--- config.mk ---
export PLATFORM = sky130hd
export DESIGN_NAME = sfifo_ptr_ctrl
export DESIGN_NICKNAME = d
export VERILOG_FILES = /design/src/rtl/sfifo_ptr_ctrl.sv
export SDC_FILE = /design/constraint.sdc
export NUM_CORES = 1
export LEC_CHECK = 0
export BUFFER_PORTS_ARGS = -buffer_cell sky130_fd_sc_hd__buf_2
export CAP_MARGIN = 40
export CORE_ASPECT_RATIO = 0.7
export CORE_MARGIN = 8
export CORE_UTILIZATION = 30
export CTS_BUF_LIST = sky130_fd_sc_hd__clkbuf_4 sky130_fd_sc_hd__clkbuf_8
export DETAILED_ROUTE_END_ITERATION = 10
export GPL_TIMING_DRIVEN = 0
export MAX_ROUTING_LAYER = met4
export PLACE_DENSITY = 0.59
export SLEW_MARGIN = 20
export SYNTH_ARGS = -nofsm -noshare
export SYNTH_HDL_FRONTEND = slang
export SYNTH_SLANG_ARGS = --single-unit
--- constraint.sdc ---
create_clock -name clk -period 3.69 [get_ports clk]
set_input_delay 0.738 -clock clk [delete_from_list [all_inputs] [get_ports clk]]
set_output_delay 0.738 -clock clk [all_outputs]
set_load 0.05 [all_outputs]
--- src/rtl/sfifo_ptr_ctrl.sv ---
`default_nettype none
// ============================================================================
// Module   : sfifo_ptr_ctrl
// Brief    : Occupancy, pointer and flag controller for a single-clock FIFO.
// Revision : 1.0 - initial release
// ============================================================================
module sfifo_ptr_ctrl #(
    parameter int DEPTH_NBITS  = 3,
    parameter int FULL_LEVEL   = (1 << DEPTH_NBITS) - 1,
    parameter int PFULL_LEVEL  = FULL_LEVEL - 2,
    parameter int PEMPTY_LEVEL = 1
) (
    input  logic                   clk,
    input  logic                   rst,
    input  logic                   rd,
    input  logic                   wr,
    output logic                   pfull,
    output logic                   pempty,
    output logic [DEPTH_NBITS:0]   ncount,
    output logic [DEPTH_NBITS:0]   count,
    output logic                   full,
    output logic                   empty,
    output logic                   fullm1,
    output logic                   emptyp1,
    output logic                   emptyp2,
    output logic [DEPTH_NBITS-1:0] nrptr,
    output logic [DEPTH_NBITS-1:0] rptr,
    output logic [DEPTH_NBITS-1:0] wptr
);

    localparam int c_CNT_W = DEPTH_NBITS + 1;
    localparam logic [c_CNT_W-1:0] c_FULL   = c_CNT_W'(FULL_LEVEL);
    localparam logic [c_CNT_W-1:0] c_FULLM1 = c_CNT_W'(FULL_LEVEL - 1);
    localparam logic [c_CNT_W-1:0] c_PFULL  = c_CNT_W'(PFULL_LEVEL);
    localparam logic [c_CNT_W-1:0] c_PEMPTY = c_CNT_W'(PEMPTY_LEVEL);
    localparam logic [c_CNT_W-1:0] c_ONE    = c_CNT_W'(1);
    localparam logic [c_CNT_W-1:0] c_TWO    = c_CNT_W'(2);

    logic [c_CNT_W-1:0]     r_count;
    logic [DEPTH_NBITS-1:0] r_rptr;
    logic [DEPTH_NBITS-1:0] r_wptr;
    logic                   r_full;
    logic                   r_empty;
    logic                   r_fullm1;
    logic                   r_emptyp1;
    logic                   r_emptyp2;
    logic                   r_pfull;
    logic                   r_pempty;

    logic                   w_eff_rd;
    logic                   w_eff_wr;
    logic [c_CNT_W-1:0]     w_ncount;
    logic [DEPTH_NBITS-1:0] w_nrptr;

    // A write on full is allowed only when a read frees the slot in the same cycle.
    assign w_eff_rd = rd & ~r_empty;
    assign w_eff_wr = wr & (~r_full | w_eff_rd);
    assign w_ncount = r_count + c_CNT_W'(w_eff_wr) - c_CNT_W'(w_eff_rd);
    assign w_nrptr  = r_rptr + DEPTH_NBITS'(w_eff_rd);

    // Flags decode the next count so they line up with count after the edge.
    always_ff @(posedge clk) begin
        if (rst) begin
            r_count   <= '0;
            r_rptr    <= '0;
            r_wptr    <= '0;
            r_full    <= 1'b0;
            r_empty   <= 1'b1;
            r_fullm1  <= 1'b0;
            r_emptyp1 <= 1'b1;
            r_emptyp2 <= 1'b1;
            r_pfull   <= 1'b0;
            r_pempty  <= 1'b1;
        end else begin
            r_count   <= w_ncount;
            r_rptr    <= w_nrptr;
            r_wptr    <= r_wptr + DEPTH_NBITS'(w_eff_wr);
            r_full    <= (w_ncount == c_FULL);
            r_empty   <= (w_ncount == '0);
            r_fullm1  <= (w_ncount >= c_FULLM1);
            r_emptyp1 <= (w_ncount <= c_ONE);
            r_emptyp2 <= (w_ncount <= c_TWO);
            r_pfull   <= (w_ncount >= c_PFULL);
            r_pempty  <= (w_ncount <= c_PEMPTY);
        end
    end

`ifdef SFIFO_PTR_CTRL_MSGS
    always_ff @(posedge clk) begin
        if (!rst && wr && r_full && !w_eff_rd)
            $display("sfifo_ptr_ctrl error: write while full ignored");
        if (!rst && rd && r_empty)
            $display("sfifo_ptr_ctrl error: read while empty ignored");
    end
`endif

    assign ncount  = w_ncount;
    assign nrptr   = w_nrptr;
    assign count   = r_count;
    assign rptr    = r_rptr;
    assign wptr    = r_wptr;
    assign full    = r_full;
    assign empty   = r_empty;
    assign fullm1  = r_fullm1;
    assign emptyp1 = r_emptyp1;
    assign emptyp2 = r_emptyp2;
    assign pfull   = r_pfull;
    assign pempty  = r_pempty;

endmodule
`default_nettype wire

Word-level counts from Yosys, hierarchy flattened
Cells that the tools add are included.
Storage, ports and cells
  bits in writable memories: 0
  bits of input ports: 4
  bits in registers: 16
  word-level logic and storage cells: 24
  output and inout port bits: 24
  memory bits (read-only): 0
  bits in latches: 0
  memories: 0
Cells by class
  multiplexer cells: 0
  $lt $le $gt $ge: 4
  bitwise logic cells: 5
  multipliers: 0
  equal/unequal tests: 1
  shifts and indexed selects: 0
  $add $sub $neg: 4
  reductions and logical operators: 1
  divide/modulo/power cells: 0
Operators with widths (number)
  $ge A4 B3 Y1 const B: 2
  $add A3 B1 Y3: 2
  $add A4 B1 Y4: 1
  $eq A4 B3 Y1 const B: 1
  $le A4 B1 Y1 const B: 1
  $le A4 B2 Y1 const B: 1
  $logic_not A4 Y1: 1
  $sub A4 B1 Y4: 1
  $and A1 B1 Y1: 2
  $not A1 Y1: 2
  $or A1 B1 Y1: 1

Logic depth before layout (Yosys ltp)
Gate-level depths: netlist of the first run.
  word-level depth: 7
  gate-level depth with buffers: 10
  mapped depth without buffers: 10

Least setup slack after synthesis of the first run
Ideal clock, no wire load.
  path type: input to output
  from: in rd
  to: out ncount[2]
  data arrival time: 2611 ps
  setup slack: 341 ps
  stages: 8
  data required time: 2952 ps
  buffers on the path: 0
  cells stage by stage: nor2b_1 > nand2b_1 > nand2_1 > ha_1 > inv_1 > ha_1 > fa_1 > xor2_2
On the way
  cells in the longest elaborated chain, start to end: 5
RTL lines
  start, declared: RTL line 15  | input logic rd,
  $and A1 B1 Y1 *: RTL line 56  | assign w_eff_rd = rd & ~r_empty;
  $or A1 B1 Y1: RTL line 57  | assign w_eff_wr = wr & (~r_full | w_eff_rd);
  $and A1 B1 Y1: RTL line 57
  $add A4 B1 Y4: RTL line 58  | assign w_ncount = r_count + c_CNT_W'(w_eff_wr) - c_CNT_W'(w_eff_rd);
  $sub A4 B1 Y4 *: RTL line 58
  end, declared: RTL line 19  | output logic [DEPTH_NBITS:0] ncount,
Mark *: on every way between the ends. The rest lies on a longest branch, timed or not.

Worst setup path after layout of the first run
Same ends and word-level chain as after synthesis.

==> results of run 1 <==
## state kept, by name (all words and copies together) (netlist names)
name and flops:
emptyp2 1, fullm1 1, rptr 3, wptr 3
count 4, pfull 1, pempty 1, empty 1
full 1
## synthesized netlist by cell type
cell,instances,area [um2]
dfxtp_1,16,320
xor2_1,1,8.76
or3_1,1,6.26
inv_1,5,18.8
o31a_1,2,17.5
a21o_1,1,7.51
nor3_1,1,5.00
ha_1,8,100
o31ai_2,1,12.5
a21oi_2,1,8.76
nor2_1,1,3.75
and3_4,1,11.3
and2_1,4,25.0
buf_4,1,7.51
buf_6,1,11.3
xor2_2,1,16.3
nor2b_1,7,43.8
o21a_1,2,15.0
a21oi_1,1,5.00
nand2_1,1,3.75
or2_2,1,6.26
o31ai_1,1,7.51
nand2b_1,1,6.26
xnor2_1,2,17.5
nand3_1,2,10.0
fa_1,1,20.0
o41ai_2,1,16.3
## worst max-delay path: cells and delay by family
family / cells / cell delay [ns]
xor+xnor: 1 / 0.27
fa+ha+maj: 3 / 0.91
buf+inv: 3 / 0.43
simple gates: 3 / 0.42
## final cells by class
cell class              instances  area [um2]  area share
clock buffers                   4        36.3      0.0379
plain buffers                   2        18.8      0.0196
flip-flops and latches         16         320       0.335
inverters                       5        18.8      0.0196
well taps                      34        42.5      0.0444
repair buffers                 27         135       0.141
multi-input cells              43         385       0.403
## cell usage in the layout, fill, tap and decap left out, types with 2 or more instances in the layout
cell type,n
nor2b_1,7
dfxtp_1,16
inv_1,5
o21a_1,2
clkbuf_4,3
xnor2_1,2
nand3_1,2
ha_1,8
o31a_1,2
buf_2,27
and2_1,4
## metal layers
layer | share of wire | vias up | track usage
li1 | - | 285 | -
met1 | 0.43 | 266 | 0.0957
met2 | 0.50 | 11 | 0.128
met3 | 0.056 | 2 | 0.0262
met4 | 0.0095 | 0 | 0.0417
met5 | 0 | - | -
## cells by family after synthesis
| family | Yosys count | share of synthesized area |
|---|---|---|
| adder cells (fa/ha/maj) | 9 | 0.164 |
| AND/OR/NAND/NOR | 20 | 0.166 |
| buffers and inverters | 7 | 0.0513 |
| XOR/XNOR | 4 | 0.0581 |
| flip-flops | 16 | 0.438 |
| AO/OA/AOI/OAI | 10 | 0.123 |
## path summary, 6_finish.rpt
kind,depth (start not counted),slack [ns],start,endpoint
worst max-delay path,10,0.19,rd,ncount[2]
worst min register to register,2,0.51,wptr[2],wptr[2]
worst max register to register,10,1.22,empty,empty
worst min-delay path,2,0.51,wptr[2],wptr[2]
## through the flow
| step | instances | worst slack [ns] | util |
|---|---|---|---|
| 2_1_floorplan | 66 | 0.341 | - |
| 3_3_place_gp | 127 | 0.125 | 0.382 |
| 3_5_place_dp | 127 | 0.114 | 0.382 |
| 4_1_cts | 131 | 0.105 | 0.397 |
| 5_1_grt | 131 | 0.0579 | 0.402 |
| 6_report | 131 | 0.189 | 0.402 |
==> metrics, run 1 <==
outcome completed; Core ar. ~2400 um2; Final ANT Viol Nets 0; period utilization 0.949; GR Overflow Total 0; row count 15; Post-DP Area approximately 900 um2; routed wire length 1590 um; CTS Sinks 16; Post CTS Setup Buffer Count 0; Worst Path Max Fanout 8; clock root cell clkbuf_4; Hold Slack approximately 0.5 ns; RSZ-0062 raised after global routing no; # IOs 28; Max Transition Viols Final 0; Gate Count Post-Synth 66; # diodes 0; crit path time final ~3.5 ns; Synth warnings 0; Initial DRC Count 5; Setup TNS Final 0 ns; Port Buffers 27; DP Wirelength between 1000 and 1500 um; Yosys cell types 27; Die Ht 57.3 um; WL/cell ~12 um; drt drc 0; Worst Setup Path Type in -> out; critical path cell sequence buf_2 > nor2b_1 > nand2b_1 > nand2_1 > ha_1 > inv_1 > ha_1 > fa_1 > xor2_4 > buf_2; Req. time, crit path 2.95 ns; DR pass1 iterations 3; Max Cap Viol 0; Vias per Instance ~4.3; Tightest Pin Transition between 0.4 and 0.5 ns; critical path's slowest cell fa_1; NumNets Final about 110; Fill cells 260; CTS tree yes; Vias ~560; sequential area share after synthesis 0.438; global-route wire length before repair about 2700 um; clock-pin slew on the worst setup and hold paths about 0.090 ns; vias in the first global route roughly 600; Die Wd between 70 and 80 um; Final setup viols 0; arrival time at the worst endpoint approximately 2.8 ns; H-tree levels 1; Starting Density 0.307; Resize count post-CTS 0; Syn Nets between 70 and 80; Critical Path End Type output port; CP peak stage delay 0.45 ns; #FFs+latches synth 16; hold crit path type reg -> reg; layout cells sized above 1 0.402; Final Hold Fails 0; all-layer global routing usage 0.0836; Syn Area/Cell around 11 um2; cts hold-fix bufs 0; CTS max path bufs 2; Die Area approximately 4300 um2; Num CTS Buffers 3; worst clock skew about 0.0045 ns; startpoint types input pin; largest net degree at the start of global routing 10; Max Fclk approximately 290 MHz; Syn Std Cell Area approximately 730 um2; Area growth syn-to-layout 30.8%; Slew headroom 0.714; worst-skew pair later-pin latency 0.28 ns; Placer Congestion between 0.7 and 0.8; initial antenna violation count 0; cell area after layout 957 um2
Power of run 1 is not shown: default switching activity piles up to over one toggle a cycle in this logic, so the estimate is an artifact.
==> run 2: changes to the inputs <==
- CTS_BUF_LIST: sky130_fd_sc_hd__clkbuf_4 sky130_fd_sc_hd__clkbuf_8 -> sky130_fd_sc_hd__clkbuf_2
- clock period: 3.69 -> 3.6 ns (I/O delays scaled with it)
==> run 2 against run 1 <==
  * Register-to-register slack got worse by 0.10 ns
  * Wire length increased by 0.32%
  * Sequential share of layout area increased by 0.62 points
  * Hold slack improved by 0.011 ns
  * Final cell count unchanged
  * Die area unchanged
  * Clock skew increased by 0.0059 ns
  * Critical path depth unchanged
  * Flip-flop and latch count unchanged
  * First-iteration DRC count unchanged
  * Count of clock-buffer cells in the layout decreased by 1
  * Setup slack got worse by 0.053 ns
  * Critical endpoint unchanged
  * Largest cell class unchanged
==> metrics, run 2 (synthesis results as in run 1) <==
largest net degree at the start of global routing 10 (unchanged); H-tree levels 1 (unchanged); # diodes 0 (unchanged); row count 15 (unchanged); Tightest Pin Transition 0.426 ns (-0.00348 ns); CP Buf/Inv Count 3 (unchanged); Final setup viols 0 (unchanged); period utilization 0.962; clock-pin slew on the worst setup and hold paths 0.14 ns (+0.05 ns); Fill cells 264 (+1.5%); worst-skew pair later-pin latency 0.28 ns (about the same); NumNets Final 111 (unchanged); RSZ-0062 raised after global routing no; critical path cell sequence buf_2 > nor2b_1 > nand2b_1 > nand2_1 > ha_1 > inv_1 > ha_1 > fa_1 > xor2_4 > buf_2; commonest non-fill, non-tap cell in the layout buf_2; CP peak stage delay 0.45 ns (about the same); grt met2 use 0.128 (unchanged); Multi-input gate area 385 um2 (unchanged); global-route wire length before repair 2720 um (unchanged); Port Buffers 27 (unchanged); initial antenna violation count 0 (unchanged); Area growth syn-to-layout 28.4%; hold crit path type reg -> reg; startpoint types input pin; Critical Path End Type output port; CTS tree yes; Max Cap Viol 0 (unchanged); Initial DRC Count 5 (unchanged); Vias 565 (+0.18%); drt drc 0 (unchanged); # IOs 28 (unchanged); Hold Slack 0.523 ns (+0.0113 ns); Max Transition Viols Final 0 (unchanged); Die Wd 75.0 um (unchanged); CTS Sinks 16 (unchanged); CTS max path bufs 2 (unchanged); Vias per Instance 4.31 (+0.18%); Worst Setup Path Type in -> out; GR Overflow Total 0 (unchanged); Req. time, crit path 2.88 ns (-0.07 ns); worst clock skew 0.0104 ns (+0.00585 ns); Crit path max-delay family adder cells; Cell Count Post-Placement 127 (unchanged); outcome completed; critical path's slowest cell fa_1; area occupied by registers 320 um2 (unchanged); Setup TNS Final 0 ns (unchanged); Worst Path Max Fanout 8 (unchanged); Placer Congestion 0.703 (unchanged); Final ANT Viol Nets 0 (unchanged); layout cells sized above 1 0.392 (-0.0103); WL/cell 12.1 um (+0.32%); Slew headroom 0.716 (+0.00232); Max Fclk roughly 290 MHz; arrival time at the worst endpoint 2.74 ns (-0.02 ns); Die Ht 57.3 um (unchanged); max reg flops 4 (unchanged); vias in the first global route 599 (unchanged); Final Hold Fails 0 (unchanged); busiest grt layer met2; Final Non-Filler Cells 131 (unchanged); crit path time final approximately 3.5 ns; routed wire length 1590 um (+0.32%); Num CTS Buffers 3 (unchanged); DP Wirelength 1270 um (unchanged); met1 global-route usage 0.0957 (unchanged); Die Area 4300 um2 (unchanged); Core ar. 2380 um2 (unchanged); clock root cell clkbuf_2; met3 usage 0.0262 (unchanged); most frequent cells in the layout buf_2, dfxtp_1, ha_1, nor2b_1, inv_1; all-layer global routing usage 0.0836 (unchanged); DR pass1 iterations 3 (unchanged); Starting Density 0.307 (unchanged)
==> run 2: through the flow <==
step	instance area (um2)	setup slack [ns]	util
2_1_floorplan	732	0.287	-
3_3_place_gp	910	0.0706	0.382
3_5_place_dp	910	0.0600	0.382
4_1_cts	928	0.0511	0.390
5_1_grt	940	0.00388	0.394
6_report	940	0.136	0.394
==> run 2: repair_timing <==
action	4_1_cts	5_1_grt
hold buffers	0	0
resized for setup	0	1
hold endpoints to repair	0	0
buffers inserted	0	0
setup endpoints to repair	0	1
==> run 2: routing by layer <==
metal  up-vias  routed length [um]
li1        285                   -
met1       267                 697
met2        11                 794
met3         2                  88
met4         0                  10
met5         -                   0
==> run 2: cell type report <==
| cell class | instances | share of cell area |
|---|---|---|
| timing repair buffer | 27 | 0.144 |
| buffer | 2 | 0.0200 |
| inverter | 5 | 0.0200 |
| tap | 34 | 0.0453 |
| sequential | 16 | 0.341 |
| clock buffer | 3 | 0.0160 |
| clock inverter | 1 | 0.00399 |
| multi-input combinational | 43 | 0.410 |
==> run 2: final timing paths <==
kind	startpoint	end	slack, ns	cells after the start
setup reg to reg	empty	empty	1.12	10
hold / removal	wptr[2]	wptr[2]	0.52	2
setup / recovery	rd	ncount[2]	0.14	10
hold reg to reg	wptr[2]	wptr[2]	0.52	2
==> run 2: tightest hold or removal path, cell delays in order, from the launching register on <==
cell and delay [ns]:
dfxtp_1 0.37, xnor2_1 0.06, nor2_1 0.07
Power of run 2 is left out for the same reason.
==> run 3: changes to the inputs <==
- REMOVE_ABC_BUFFERS: unset -> 1
==> run 3 against run 2 <==
  * Die area did not move
  * Core utilization fell by 0.79 points
  * Critical path depth did not move
  * Cell area fell by 2.0%
  * Non-clock buffer count fell by 2
  * Critical endpoint unchanged
==> metrics, run 3 (synthesis results as in run 1) <==
DR pass1 iterations 3 (unchanged); drt drc 0 (unchanged); Fill cells 262 (-0.76%); Max Fclk 291 MHz (+0.77%); Final setup viols 0 (unchanged); most frequent cells in the layout buf_2, dfxtp_1, ha_1, nor2b_1, inv_1; Die Area 4300 um2 (unchanged); WL/cell 11.5 um (-5.2%); H-tree levels 1 (unchanged); arrival time at the worst endpoint 2.72 ns (-0.02 ns); Routed met2 length 670 um (-16%); # IOs 28 (unchanged); Final Hold Fails 0 (unchanged); reg2reg path depth 10 (unchanged); cts hold-fix bufs 0 (unchanged); outcome completed; max reg flops 4 (unchanged); commonest non-fill, non-tap cell in the layout buf_2; routed wire length 1490 um (-6.6%); GR Overflow Total 0 (unchanged); hold crit path type reg -> reg; Post CTS Setup Buffer Count 0 (unchanged); top routing layer in use met4; Hold Startpoint wptr[2]; Setup TNS Final 0 ns (unchanged); vias in the first global route 544 (-9.2%); Slew headroom 0.743 (+0.0268); Final ANT Viol Nets 0 (unchanged); RR Startpoint empty; CTS Sinks 16 (unchanged); Die Wd 75.0 um (unchanged); Tightest Pin Transition 0.386 ns (-0.0402 ns); Area growth syn-to-layout 25.8%; crit path time final 3.44 ns (-0.0264 ns); row count 15 (unchanged); Die Ht 57.3 um (unchanged); Max Cap Viol 0 (unchanged); NumNets Final 109 (-1.8%); Req. time, crit path 2.88 ns (about the same); all-layer global routing usage 0.0814 (-0.00216); Num CTS Buffers 3 (unchanged); RSZ-0062 raised after global routing no; Worst Setup Path Type in -> out; worst-skew pair later-pin latency 0.28 ns (about the same); DR WL met3 108 um (+23%); layout cells sized above 1 0.379 (-0.0128); Vias 542 (-4.1%); # diodes 0 (unchanged); global-route wire length before repair 2570 um (-5.3%); CTS tree yes; Critical Path End Type output port; Initial DRC Count 4 (-1); worst clock skew 0.00229 ns (-0.00810 ns); Hold Path Stages 2 (unchanged); met1 WL 694 um (-0.43%); period utilization 0.955 (-0.00733); CTS max path bufs 2 (unchanged); Vias per Instance 4.20 (-2.6%); Placer Congestion 0.754 (+7.2%); Max Transition Viols Final 0 (unchanged); startpoint types input pin; Core ar. 2380 um2 (unchanged); clock root cell clkbuf_2; initial antenna violation count 0 (unchanged); Starting Density 0.307 (unchanged); Worst Path Max Fanout 8 (unchanged); Port Buffers 27 (unchanged); CP startpoint rd; DP Wirelength 1180 um (-7.6%); clock-pin slew on the worst setup and hold paths 0.15 ns (about the same); largest net degree at the start of global routing 10 (unchanged)
## run 3: cell count changes in the layout (fill, tap and decap cells not counted)
cell / change
buf_6: -1
buf_4: -1
## run 3: per-stage QoR
stage	hold WS [ns]	area, um2	instances	setup WS, ns	utilization
final	0.536	921	129	0.162	0.386
after global routing	0.567	921	129	0.0160	0.386
after CTS	0.539	910	129	0.0751	0.382
after detailed placement	0.506	891	125	0.0760	0.374
after global placement	0.487	891	125	0.0825	0.374
after floorplan	0.746	713	64	0.287	-
## run 3: repair_timing
action / CTS / global route
endpoints found under the setup margin: 0 / 1
hold endpoints to repair: 0 / 0
resized for setup: 0 / 1
## run 3: layout make-up
cell class	count	area [um2]	share of cell area
timing repair buffer	27	135	0.147
inverter	5	18.8	0.0204
sequential	16	320	0.348
tap	34	42.5	0.0462
clock buffer	3	15.0	0.0163
clock inverter	1	3.75	0.00408
multi-input combinational	43	385	0.418
## run 3: critical path, stage by stage
cell and delay (ns):
buf_2 0.07, nor2b_1 0.21, nand2b_1 0.15, nand2_1 0.06, ha_1 0.26, inv_1 0.03
ha_1 0.19, fa_1 0.45, xor2_4 0.26, buf_2 0.31
## run 3: final timing paths
check	end	slack, ns
setup reg to reg	empty	1.13
hold / removal	wptr[2]	0.54
setup / recovery	ncount[2]	0.16
hold reg to reg	wptr[2]	0.54
## run 3: metal layers
| metal | up-vias | GRT usage |
|---|---|---|
| met5 | - | - |
| met3 | 2 | 0.0437 |
| met2 | 17 | 0.112 |
| li1 | 277 | - |
| met4 | 0 | 0.0250 |
| met1 | 246 | 0.0988 |
Power of run 3 is left out for the same reason.
